File: src/rtl/uart_tx_fifo_if.sv
// Producer-side handshake bundle for uart_tx_fifo.
// The producer (master) offers bytes with tx_valid/tx_data. The transmitter
// (slave) answers with tx_ready and reports how many bytes are queued.
interface uart_tx_fifo_if #(
  parameter int FIFO_DEPTH = 16
);
  localparam int CNT_W = $clog2(FIFO_DEPTH) + 1;

  logic [7:0]       tx_data;
  logic             tx_valid;
  logic             tx_ready;
  logic [CNT_W-1:0] fifo_count;

  modport master (
    output tx_data,
    output tx_valid,
    input  tx_ready,
    input  fifo_count
  );

  modport slave (
    input  tx_data,
    input  tx_valid,
    output tx_ready,
    output fifo_count
  );
endinterface

File: src/rtl/uart_tx_fifo.sv
// Buffered UART transmitter: a byte FIFO fed by a valid/ready handshake,
// drained back-to-back by a serializer at CLK_HZ/BAUD (rounded).
// Default frame is 8N1. Defining UART_TX_PARITY_EN inserts an even-parity
// bit after the data bits, which makes the frame 8E1.
// txd is registered and idles high. Reset is asynchronous and active-low.
module uart_tx_fifo #(
  parameter int CLK_HZ     = 50000000,
  parameter int BAUD       = 115200,
  parameter int FIFO_DEPTH = 16
) (
  input  logic          CLOCK,
  input  logic          RESET_N,
  uart_tx_fifo_if.slave bus,
  output logic          tx_busy,
  output logic          txd
);

  // Clock cycles per line bit, rounded to the nearest integer.
  localparam int DIV   = (CLK_HZ + BAUD / 2) / BAUD;
  localparam int CNT_W = (DIV > 1) ? $clog2(DIV) : 1;
  localparam int PTR_W = $clog2(FIFO_DEPTH);

  localparam logic [CNT_W-1:0] BAUD_LAST = CNT_W'(DIV - 1);
  localparam logic [PTR_W:0]   DEPTH_C   = (PTR_W + 1)'(FIFO_DEPTH);

  typedef enum logic [2:0] {
    S_IDLE,
    S_START,
    S_DATA,
`ifdef UART_TX_PARITY_EN
    S_PARITY,
`endif
    S_STOP
  } state_t;

  // ---------------------------------------------------------------------
  // Byte FIFO
  // ---------------------------------------------------------------------
  logic [7:0]       mem [FIFO_DEPTH];
  logic [PTR_W-1:0] wr_ptr;
  logic [PTR_W-1:0] rd_ptr;
  logic [PTR_W:0]   count;
  logic             push;
  logic             pop;
  logic [7:0]       head;

  // Ready depends only on the registered count, so tx_valid has no
  // combinational path to tx_ready.
  assign bus.tx_ready   = (count < DEPTH_C);
  assign bus.fifo_count = count;
  assign push           = bus.tx_valid && bus.tx_ready;
  assign head           = mem[rd_ptr];

  // Store the accepted byte at the write pointer.
  // NOTE: the storage array has no reset. Its contents are don't-care until
  // they are written, and leaving out the reset lets the array map onto RAM.
  always_ff @(posedge CLOCK) begin
    if (push) begin
      mem[wr_ptr] <= bus.tx_data;
    end
  end

  // Pointers wrap naturally. Count tracks push and pop, and a simultaneous
  // push and pop leaves it unchanged.
  // NOTE: sequential state uses non-blocking assignments only. Every
  // register then updates from the values before the edge, whatever the
  // block order.
  always_ff @(posedge CLOCK or negedge RESET_N) begin
    if (!RESET_N) begin
      wr_ptr <= '0;
      rd_ptr <= '0;
      count  <= '0;
    end else begin
      if (push) begin
        wr_ptr <= wr_ptr + 1'b1;
      end
      if (pop) begin
        rd_ptr <= rd_ptr + 1'b1;
      end
      case ({push, pop})
        2'b10:   count <= count + 1'b1;
        2'b01:   count <= count - 1'b1;
        default: count <= count;
      endcase
    end
  end

  // ---------------------------------------------------------------------
  // Serializer
  // ---------------------------------------------------------------------
  state_t           state;
  state_t           state_n;
  logic [CNT_W-1:0] baud_cnt;
  logic [CNT_W-1:0] baud_cnt_n;
  logic [2:0]       bit_idx;
  logic [2:0]       bit_idx_n;
  logic [7:0]       shift;
  logic [7:0]       shift_n;
  logic             txd_q;
  logic             txd_n;
  logic             baud_end;
  logic             fifo_nonempty;
  logic             load;
`ifdef UART_TX_PARITY_EN
  logic             parity_q;
  logic             parity_n;
`endif

  assign baud_end      = (baud_cnt == BAUD_LAST);
  assign fifo_nonempty = (count != '0);

  // Next-state logic, including the FIFO pop and the level txd takes after
  // the edge. Because txd is computed from the next state, it changes on the
  // same edge as the state does.
  // NOTE: every variable gets a default at the top of the block. Without
  // that, a path that leaves one unassigned would infer a latch.
  always_comb begin
    state_n    = state;
    baud_cnt_n = baud_cnt;
    bit_idx_n  = bit_idx;
    shift_n    = shift;
    load       = 1'b0;
`ifdef UART_TX_PARITY_EN
    parity_n   = parity_q;
`endif

    case (state)
      S_IDLE: begin
        load = fifo_nonempty;
      end

      S_START: begin
        if (baud_end) begin
          baud_cnt_n = '0;
          state_n    = S_DATA;
        end else begin
          baud_cnt_n = baud_cnt + 1'b1;
        end
      end

      S_DATA: begin
        if (baud_end) begin
          baud_cnt_n = '0;
          if (bit_idx == 3'd7) begin
`ifdef UART_TX_PARITY_EN
            state_n = S_PARITY;
`else
            state_n = S_STOP;
`endif
          end else begin
            shift_n   = {1'b0, shift[7:1]};
            bit_idx_n = bit_idx + 1'b1;
          end
        end else begin
          baud_cnt_n = baud_cnt + 1'b1;
        end
      end

`ifdef UART_TX_PARITY_EN
      S_PARITY: begin
        if (baud_end) begin
          baud_cnt_n = '0;
          state_n    = S_STOP;
        end else begin
          baud_cnt_n = baud_cnt + 1'b1;
        end
      end
`endif

      S_STOP: begin
        if (baud_end) begin
          baud_cnt_n = '0;
          state_n    = S_IDLE;
          // A queued byte starts its frame with no idle gap.
          load       = fifo_nonempty;
        end else begin
          baud_cnt_n = baud_cnt + 1'b1;
        end
      end

      default: begin
        state_n = S_IDLE;
      end
    endcase

    // Pop the head into the shift register and begin a new frame.
    if (load) begin
      shift_n    = head;
      baud_cnt_n = '0;
      bit_idx_n  = '0;
      state_n    = S_START;
`ifdef UART_TX_PARITY_EN
      parity_n   = ^head;
`endif
    end

    txd_n = 1'b1;
    case (state_n)
      S_START:  txd_n = 1'b0;
      S_DATA:   txd_n = shift_n[0];
`ifdef UART_TX_PARITY_EN
      S_PARITY: txd_n = parity_n;
`endif
      default:  txd_n = 1'b1;
    endcase
  end

  assign pop = load;

  // Serializer state register. Reset forces the line high and drops any
  // frame that is in flight.
  always_ff @(posedge CLOCK or negedge RESET_N) begin
    if (!RESET_N) begin
      state    <= S_IDLE;
      baud_cnt <= '0;
      bit_idx  <= '0;
      shift    <= '0;
      txd_q    <= 1'b1;
`ifdef UART_TX_PARITY_EN
      parity_q <= 1'b0;
`endif
    end else begin
      state    <= state_n;
      baud_cnt <= baud_cnt_n;
      bit_idx  <= bit_idx_n;
      shift    <= shift_n;
      txd_q    <= txd_n;
`ifdef UART_TX_PARITY_EN
      parity_q <= parity_n;
`endif
    end
  end

  assign txd     = txd_q;
  assign tx_busy = (state != S_IDLE) || fifo_nonempty;

endmodule

File: src/flat_wrapper.sv
// flat-port wrapper written by rule: the top's interface ports become plain ports
module uart_tx_fifo_flat 
#(
  parameter int CLK_HZ     = 50000000,
  parameter int BAUD       = 115200,
  parameter int FIFO_DEPTH = 16
)
  (CLOCK, RESET_N, tx_busy, txd, bus_tx_data, bus_tx_valid, bus_tx_ready, bus_fifo_count);
  uart_tx_fifo_if #(.FIFO_DEPTH(FIFO_DEPTH)) bus_i ();
  input  logic CLOCK;
  input  logic RESET_N;
  output logic tx_busy;
  output logic txd;
  input wire logic [$bits(bus_i.tx_data)-1:0] bus_tx_data;
  input wire logic [$bits(bus_i.tx_valid)-1:0] bus_tx_valid;
  output wire logic [$bits(bus_i.tx_ready)-1:0] bus_tx_ready;
  output wire logic [$bits(bus_i.fifo_count)-1:0] bus_fifo_count;
  assign bus_i.tx_data = bus_tx_data;
  assign bus_i.tx_valid = bus_tx_valid;
  assign bus_tx_ready = bus_i.tx_ready;
  assign bus_fifo_count = bus_i.fifo_count;
  uart_tx_fifo #(.CLK_HZ(CLK_HZ), .BAUD(BAUD), .FIFO_DEPTH(FIFO_DEPTH)) u_core (.CLOCK(CLOCK), .RESET_N(RESET_N), .bus(bus_i), .tx_busy(tx_busy), .txd(txd));
endmodule
File: config.mk
export PLATFORM = sky130hd
export DESIGN_NAME = uart_tx_fifo_flat
export DESIGN_NICKNAME = d
export VERILOG_FILES = /design/src/rtl/uart_tx_fifo_if.sv /design/src/rtl/uart_tx_fifo.sv /design/src/flat_wrapper.sv
export SDC_FILE = /design/constraint.sdc
export NUM_CORES = 1
export LEC_CHECK = 0
export CAP_MARGIN = 25
export CORE_UTILIZATION = 58
export CTS_BUF_LIST = sky130_fd_sc_hd__clkbuf_2
export CTS_CLUSTER_DIAMETER = 60
export DETAILED_ROUTE_END_ITERATION = 10
export GPL_TIMING_DRIVEN = 0
export PLACE_DENSITY = 0.78
export SYNTH_ARGS = -nofsm -noshare
export SYNTH_HDL_FRONTEND = slang
export SYNTH_SLANG_ARGS = --single-unit
File: constraint.sdc
create_clock -name CLOCK -period 2.75 [get_ports CLOCK]
set_clock_uncertainty 0.05 [all_clocks]
set_input_delay 0.6875 -clock CLOCK [delete_from_list [all_inputs] [get_ports CLOCK]]
set_output_delay 0.6875 -clock CLOCK [all_outputs]
set_load 0.01 [all_outputs]
==> reports/qor.txt, run 1 <==
GPL Wtd Cong - 0.840
failing checks - DRC, setup timing
Die H - 112 um
R2R Setup Slk - 0.03 ns
Cells after Synth - 419
# IOs - 19
final hold violations - 0
Leakage - 2.68 nW
core area - 11600 um^2
post-detailed-route wirelength per cell - 21.5 um
Initial DRC Count - 337
Pre-antenna DRT Iters - 8
maximum clock path buffer count - 2
Crit Path Max Fanout - 4
crit path cell chain - or4_4 -> nor4_4 -> nand2b_1 -> buf_2
Netlist cell types - 52
layout cell share with drive strength beyond 1 - 0.240
FFs w/ async S/R, synth - 0.224
Max Freq - 345 MHz
WL final - 13400 um
Reg2Reg Launch Point - u_core.baud_cnt[3]
fin nets - 491
final hold slack - 0.502 ns
Clock H-tree levels - 4
register area share after synthesis - 0.683
DRT antenna net count - 0
post-route cell area - 7660 um^2
Max Slew Vio Count - 0
number of synthesized flops with an enable pin - 128
unrepaired setup endpoints after global routing - true
CTS Sinks - 165
max incr delay on CP - 0.59 ns
Vias - 3846
Power Total - 6.44 mW
Die X - 112 um
Mapped Avg Cell Area - 16.7 um^2
Mapped Nets - 443
Area Overhead vs Synth - 9.75%
Root Buffer - clkbuf_2
Placed Area - 7370 um^2
gr usage total - 0.237
post-route core utilization - 0.662
max_cap viols - 0
PwrDens - 841 nW/um^2
CP endpoint kind - primary output
startpoint class of the critical path - register
antenna violations before repair - 0
critical path class - register to primary output
insertion delay to the later sink of the worst-skew pair - 0.72 ns
CTS buffer count - 17
crit share post-route - 1.05
detailed placer's ending HPWL - 8670 um
final setup violation count - 1
R2R Path End - u_core.bus.fifo_count[2]
Worst path slowest cell - or4_4
num rows - 39
CTS clk-pin slew, worst paths - 0.21 ns
Yosys Warn Count - 0
non-filler cells, final - 623
Peak VDD IR - 452 uV
GRT overflow - 0
Post-Syn Area - 6980 um^2
initial core utilization - 0.604
largest net degree at the start of global routing - 38
HP Class - primary input to async pin
worst-margin pin slew - 0.808 ns
Req. time, crit path - 2.01 ns
slack of the critical path - -0.146 ns
IO buf count - 18
CTS tree - done
routed vias/inst - 6.17
placed cells - 580
Ant. Diodes - 0
Worst Reg-to-Reg Cells - 12
DR DRC count - 1
relative max-transition margin - 0.461
status - finished with violations
fin crit period - 2.90 ns
Post-synth top flop - edfxtp_1
vias in the first global route - 3901
first-pass GRT wire length - 21200 um
flops & latches, synth - 165
final setup TNS - -0.146 ns
worst slack, placed - -0.510 ns
die area - 12500 um^2
critical path arrival - 2.16 ns
-- sequential cells by signal, summed over array words and instances, names as in the netlist --
name                   count
u_core.mem               128
u_core.bit_idx             3
u_core.state               3
u_core.rd_ptr              4
u_core.bus.fifo_count      5
u_core.shift               8
u_core.wr_ptr              4
u_core.baud_cnt            9
u_core.txd                 1
-- repair_timing --
item / CTS / global route
gates resized for setup: 12 / 3
pin swaps: 10 / 1
setup endpoints to repair: 5 / 40
hold buffers: 1 / 0
endpoints found under the hold margin: 36 / 0
buffers inserted: 10 / 2
-- routing by layer --
metal / up-vias / track usage / wire length (um)
li1: 1726 / - / -
met1: 1921 / 0.319 / 5520
met2: 164 / 0.378 / 6630
met3: 35 / 0.0479 / 841
met4: 0 / 0.112 / 380
met5: - / 0 / 0
-- kinds of logic after synthesis --
logic type | after synthesis | share of synthesized area
and+or+nand+nor | 94 | 0.0762
buffers and inverters | 30 | 0.0235
AOI/OAI and AO/OA | 58 | 0.0541
adders and majority gates | 13 | 0.0233
xor gates and xnor gates | 16 | 0.0201
DFF | 165 | 0.683
other | 1 | 0.000537
muxes | 42 | 0.119
-- critical path, delay by kind of cell, from the launching register on --
kind	cells	cell delay [ns]
buffers and inverters	1	0.14
DFF	1	0.45
and+or+nand+nor	3	0.85
-- synthesized netlist by cell type (3+ instances only) --
cell type  instances  share of area
buf_2              6         0.0043
a21oi_1           13         0.0093
a22oi_1           16          0.017
dfrtp_1           36           0.13
nand4_1            4         0.0036
o21ai_0            9         0.0065
inv_1              6         0.0032
a31oi_1           10         0.0090
nor2b_1            4         0.0036
mux4_2            32           0.10
mux2i_1            3         0.0043
buf_1              4         0.0022
a31o_2             3         0.0038
and3_1             4         0.0036
clkbuf_1           8         0.0043
xor2_1             5         0.0063
ha_1              13          0.023
and2_1            18          0.016
nor2_1            27          0.015
edfxtp_1         128           0.55
nand2_1           13         0.0070
nor3_1             5         0.0036
xnor2_1           11          0.014
mux2_2             7          0.011
-- area by class of cell --
cell class / count / area [um^2]
sequential: 165 / 4780
fill: 801 / 3900
multi-input combinational: 224 / 2080
timing repair buffer: 31 / 273
tap: 143 / 179
buffer: 21 / 125
clock buffer: 20 / 100
clock inverter: 12 / 88.8
inverter: 7 / 38.8
-- worst max path at each step --
stage / cells after the start / start / slack, ns / endpoint
2_1_floorplan: 16 / u_core.bus.fifo_count[2] / -0.15 / u_core.bus.fifo_count[4]
3_3_place_gp: 6 / bus_tx_valid / -0.46 / u_core.mem[11][0]
3_5_place_dp: 6 / bus_tx_valid / -0.51 / u_core.mem[9][7]
4_1_cts: 4 / u_core.bus.fifo_count[1] / -0.25 / tx_busy
5_1_grt: 4 / u_core.bus.fifo_count[1] / -0.26 / tx_busy
6_report: 4 / u_core.bus.fifo_count[1] / -0.15 / tx_busy
-- power breakdown --
part / switching [mW] / leakage, nW / internal [mW]
Clock: 0.770 / 0.132 / 0.320
Sequential: 0.168 / 1.61 / 2.98
Combinational: 1.17 / 0.944 / 1.04
Total: 2.11 / 2.68 / 4.34
-- layout by cell type (no fill, tap or decap), types with 11 or more instances in the layout --
cell type	instances
nand2_1	13
xnor2_1	11
dfrtp_1	31
a22oi_1	16
buf_4	12
clkbuf_2	21
edfxtp_1	128
mux4_2	32
a21oi_1	13
and2_1	18
nor2_1	27
clkdlybuf4s50_1	15
(Power assumes the default switching activity.)
==> inputs of run 2 (changes only) <==
--- a/config.mk
+++ b/config.mk
@@ -6,12 +6,11 @@
 export NUM_CORES = 1
 export LEC_CHECK = 0
 export CAP_MARGIN = 25
-export CORE_UTILIZATION = 58
-export CTS_BUF_LIST = sky130_fd_sc_hd__clkbuf_2
+export CORE_UTILIZATION = 55
 export CTS_CLUSTER_DIAMETER = 60
 export DETAILED_ROUTE_END_ITERATION = 10
 export GPL_TIMING_DRIVEN = 0
-export PLACE_DENSITY = 0.78
+export PLACE_DENSITY = 0.74
 export SYNTH_ARGS = -nofsm -noshare
 export SYNTH_HDL_FRONTEND = slang
 export SYNTH_SLANG_ARGS = --single-unit
==> reports/qor.txt, run 2 (synthesis results as in run 1) <==
status - complete, no violations
max FFs per register - 128
crit path cell chain - inv_1 -> ha_2 -> and4_4 -> a31oi_2 -> or3_4 -> inv_12 -> buf_4 -> ha_2 -> o21a_1 -> o21ai_2 -> a31oi_1 -> nor2_1 -> xnor2_1
CTS clk-pin slew, worst paths - 0.06 ns
vias in the first global route - 3802
Peak VDD IR - 705 uV
first-pass GRT wire length - 21200 um
post-route core utilization - 0.665
Clock H-tree levels - 4
Vias - 3813
CTS buffer count - 17
num rows - 40
CTS tree - done
commonest non-fill, non-tap cell in the layout - edfxtp_1
crit share post-route - 0.976
cell family with most CP delay - simple AND/OR/NAND/NOR gates
max_cap viols - 0
Max Slew Vio Count - 0
largest net degree at the start of global routing - 38
initial core utilization - 0.572
most flop-heavy register - u_core.mem
Worst path slowest cell - or3_4
PwrDens - 945 nW/um^2
detailed placer's ending HPWL - 8550 um
R2R Path End - u_core.bus.fifo_count[4]
maximum clock path buffer count - 2
Placed Area - 7400 um^2
WL final - 13700 um
post-detailed-route wirelength per cell - 21.1 um
Reg2Reg Launch Point - u_core.baud_cnt[1]
critical path arrival - 2.94 ns
worst-margin pin slew - 0.824 ns
DRT antenna net count - 0
die area - 13100 um^2
Crit Path Max Fanout - 17
Root Buffer - clkbuf_16
# IOs - 19
Pre-antenna DRT Iters - 5
layout cell share with drive strength beyond 1 - 0.257
Req. time, crit path - 3.01 ns
HP Class - primary input to async pin
Leakage - 2.84 nW
Worst Path Buf+Inv - 3
Worst Reg-to-Reg Cells - 13
IO buf count - 18
DR DRC count - 0
unrepaired setup endpoints after global routing - true
Die X - 115 um
final setup violation count - 0
most frequent cells in the layout - 128 x edfxtp_1, 32 x mux4_2, 32 x dfrtp_1
crit-path most repeated cell - ha_2
final hold violations - 0
Die H - 115 um
CTS Sinks - 165
critical path class - register to register
cts hold-fix bufs - 0
R2R Setup Slk - 0.06 ns
CP endpoint kind - register
Initial DRC Count - 309
startpoint class of the critical path - register
fin nets - 494
largest registers - u_core.mem (128), u_core.baud_cnt (9), u_core.shift (8)
Power Total - 7.67 mW
Area Overhead vs Synth - 16.3%
relative max-transition margin - 0.451
post-route cell area - 8120 um^2
core area - 12200 um^2
max incr delay on CP - 0.43 ns
antenna violations before repair - 0
routed vias/inst - 5.86
gr usage total - 0.232
GPL Wtd Cong - 0.823
fin crit period - 2.69 ns
Max Freq - 372 MHz
Ant. Diodes - 0
insertion delay to the later sink of the worst-skew pair - 0.43 ns
GRT overflow - 0
## run 2: area by class of cell
| cell class | count | area (um^2) |
|---|---|---|
| sequential | 165 | 4780 |
| inverter | 7 | 38.8 |
| clock buffer | 24 | 504 |
| timing repair buffer | 35 | 302 |
| multi-input combinational | 224 | 2110 |
| buffer | 20 | 115 |
| tap | 168 | 210 |
| clock inverter | 8 | 63.8 |
| fill | 842 | 4090 |
## run 2: where the power goes
part | internal [mW] | total [mW] | switching (mW)
Clock | 1.30 | 2.25 | 0.950
Combinational | 1.09 | 2.28 | 1.20
Sequential | 2.98 | 3.15 | 0.167
Total | 5.36 | 7.67 | 2.31
## run 2: timing repair
action                     4_1_cts  5_1_grt
setup endpoints to repair        5        4
buffers inserted                11        6
gates resized for setup         12       12
pin swaps                       12       10
hold endpoints to repair         0        0
## run 2: worst max path at each step
| stage | start | to | slack [ns] | depth (start not counted) |
|---|---|---|---|---|
| global route | u_core.baud_cnt[1] | u_core.bus.fifo_count[4] | -0.07 | 13 |
| CTS | u_core.bus.fifo_count[1] | tx_busy | 0.005 | 5 |
| floorplan | u_core.bus.fifo_count[2] | u_core.bus.fifo_count[4] | -0.15 | 16 |
| global placement | bus_tx_valid | u_core.mem[9][3] | -0.48 | 6 |
| finish | u_core.baud_cnt[1] | u_core.bus.fifo_count[4] | 0.06 | 13 |
| detailed placement | bus_tx_valid | u_core.bus.fifo_count[4] | -0.51 | 13 |
## run 2: metrics by stage
| step | std cells | setup WS, ns | hold slack, ns | setup TNS, ns |
|---|---|---|---|---|
| global route | 651 | -0.0674 | 0.368 | -0.0674 |
| global placement | 605 | -0.477 | 0.445 | -27.05 |
| detailed placement | 605 | -0.512 | 0.455 | -28.53 |
| floorplan | 419 | -0.150 | 0.342 | -0.242 |
| finish | 651 | 0.0646 | 0.307 | 0 |
| CTS | 646 | 0.00450 | 0.326 | 0 |
## run 2: metal layers
metal	wire [um]	up-vias	GRT usage
met5	0	-	0
met4	256	0	0.0987
met3	800	20	0.0656
met2	6710	117	0.358
met1	5970	1941	0.313
li1	-	1735	-
## run 2: worst register-to-register path, cell delays in order, from the launching register on
cell and delay, ns:
dfrtp_1 0.37, inv_1 0.06, ha_2 0.17, and4_4 0.23, a31oi_2 0.09, or3_4 0.43
inv_12 0.08, buf_4 0.23, ha_2 0.28, o21a_1 0.16, o21ai_2 0.06, a31oi_1 0.17
nor2_1 0.08, xnor2_1 0.12
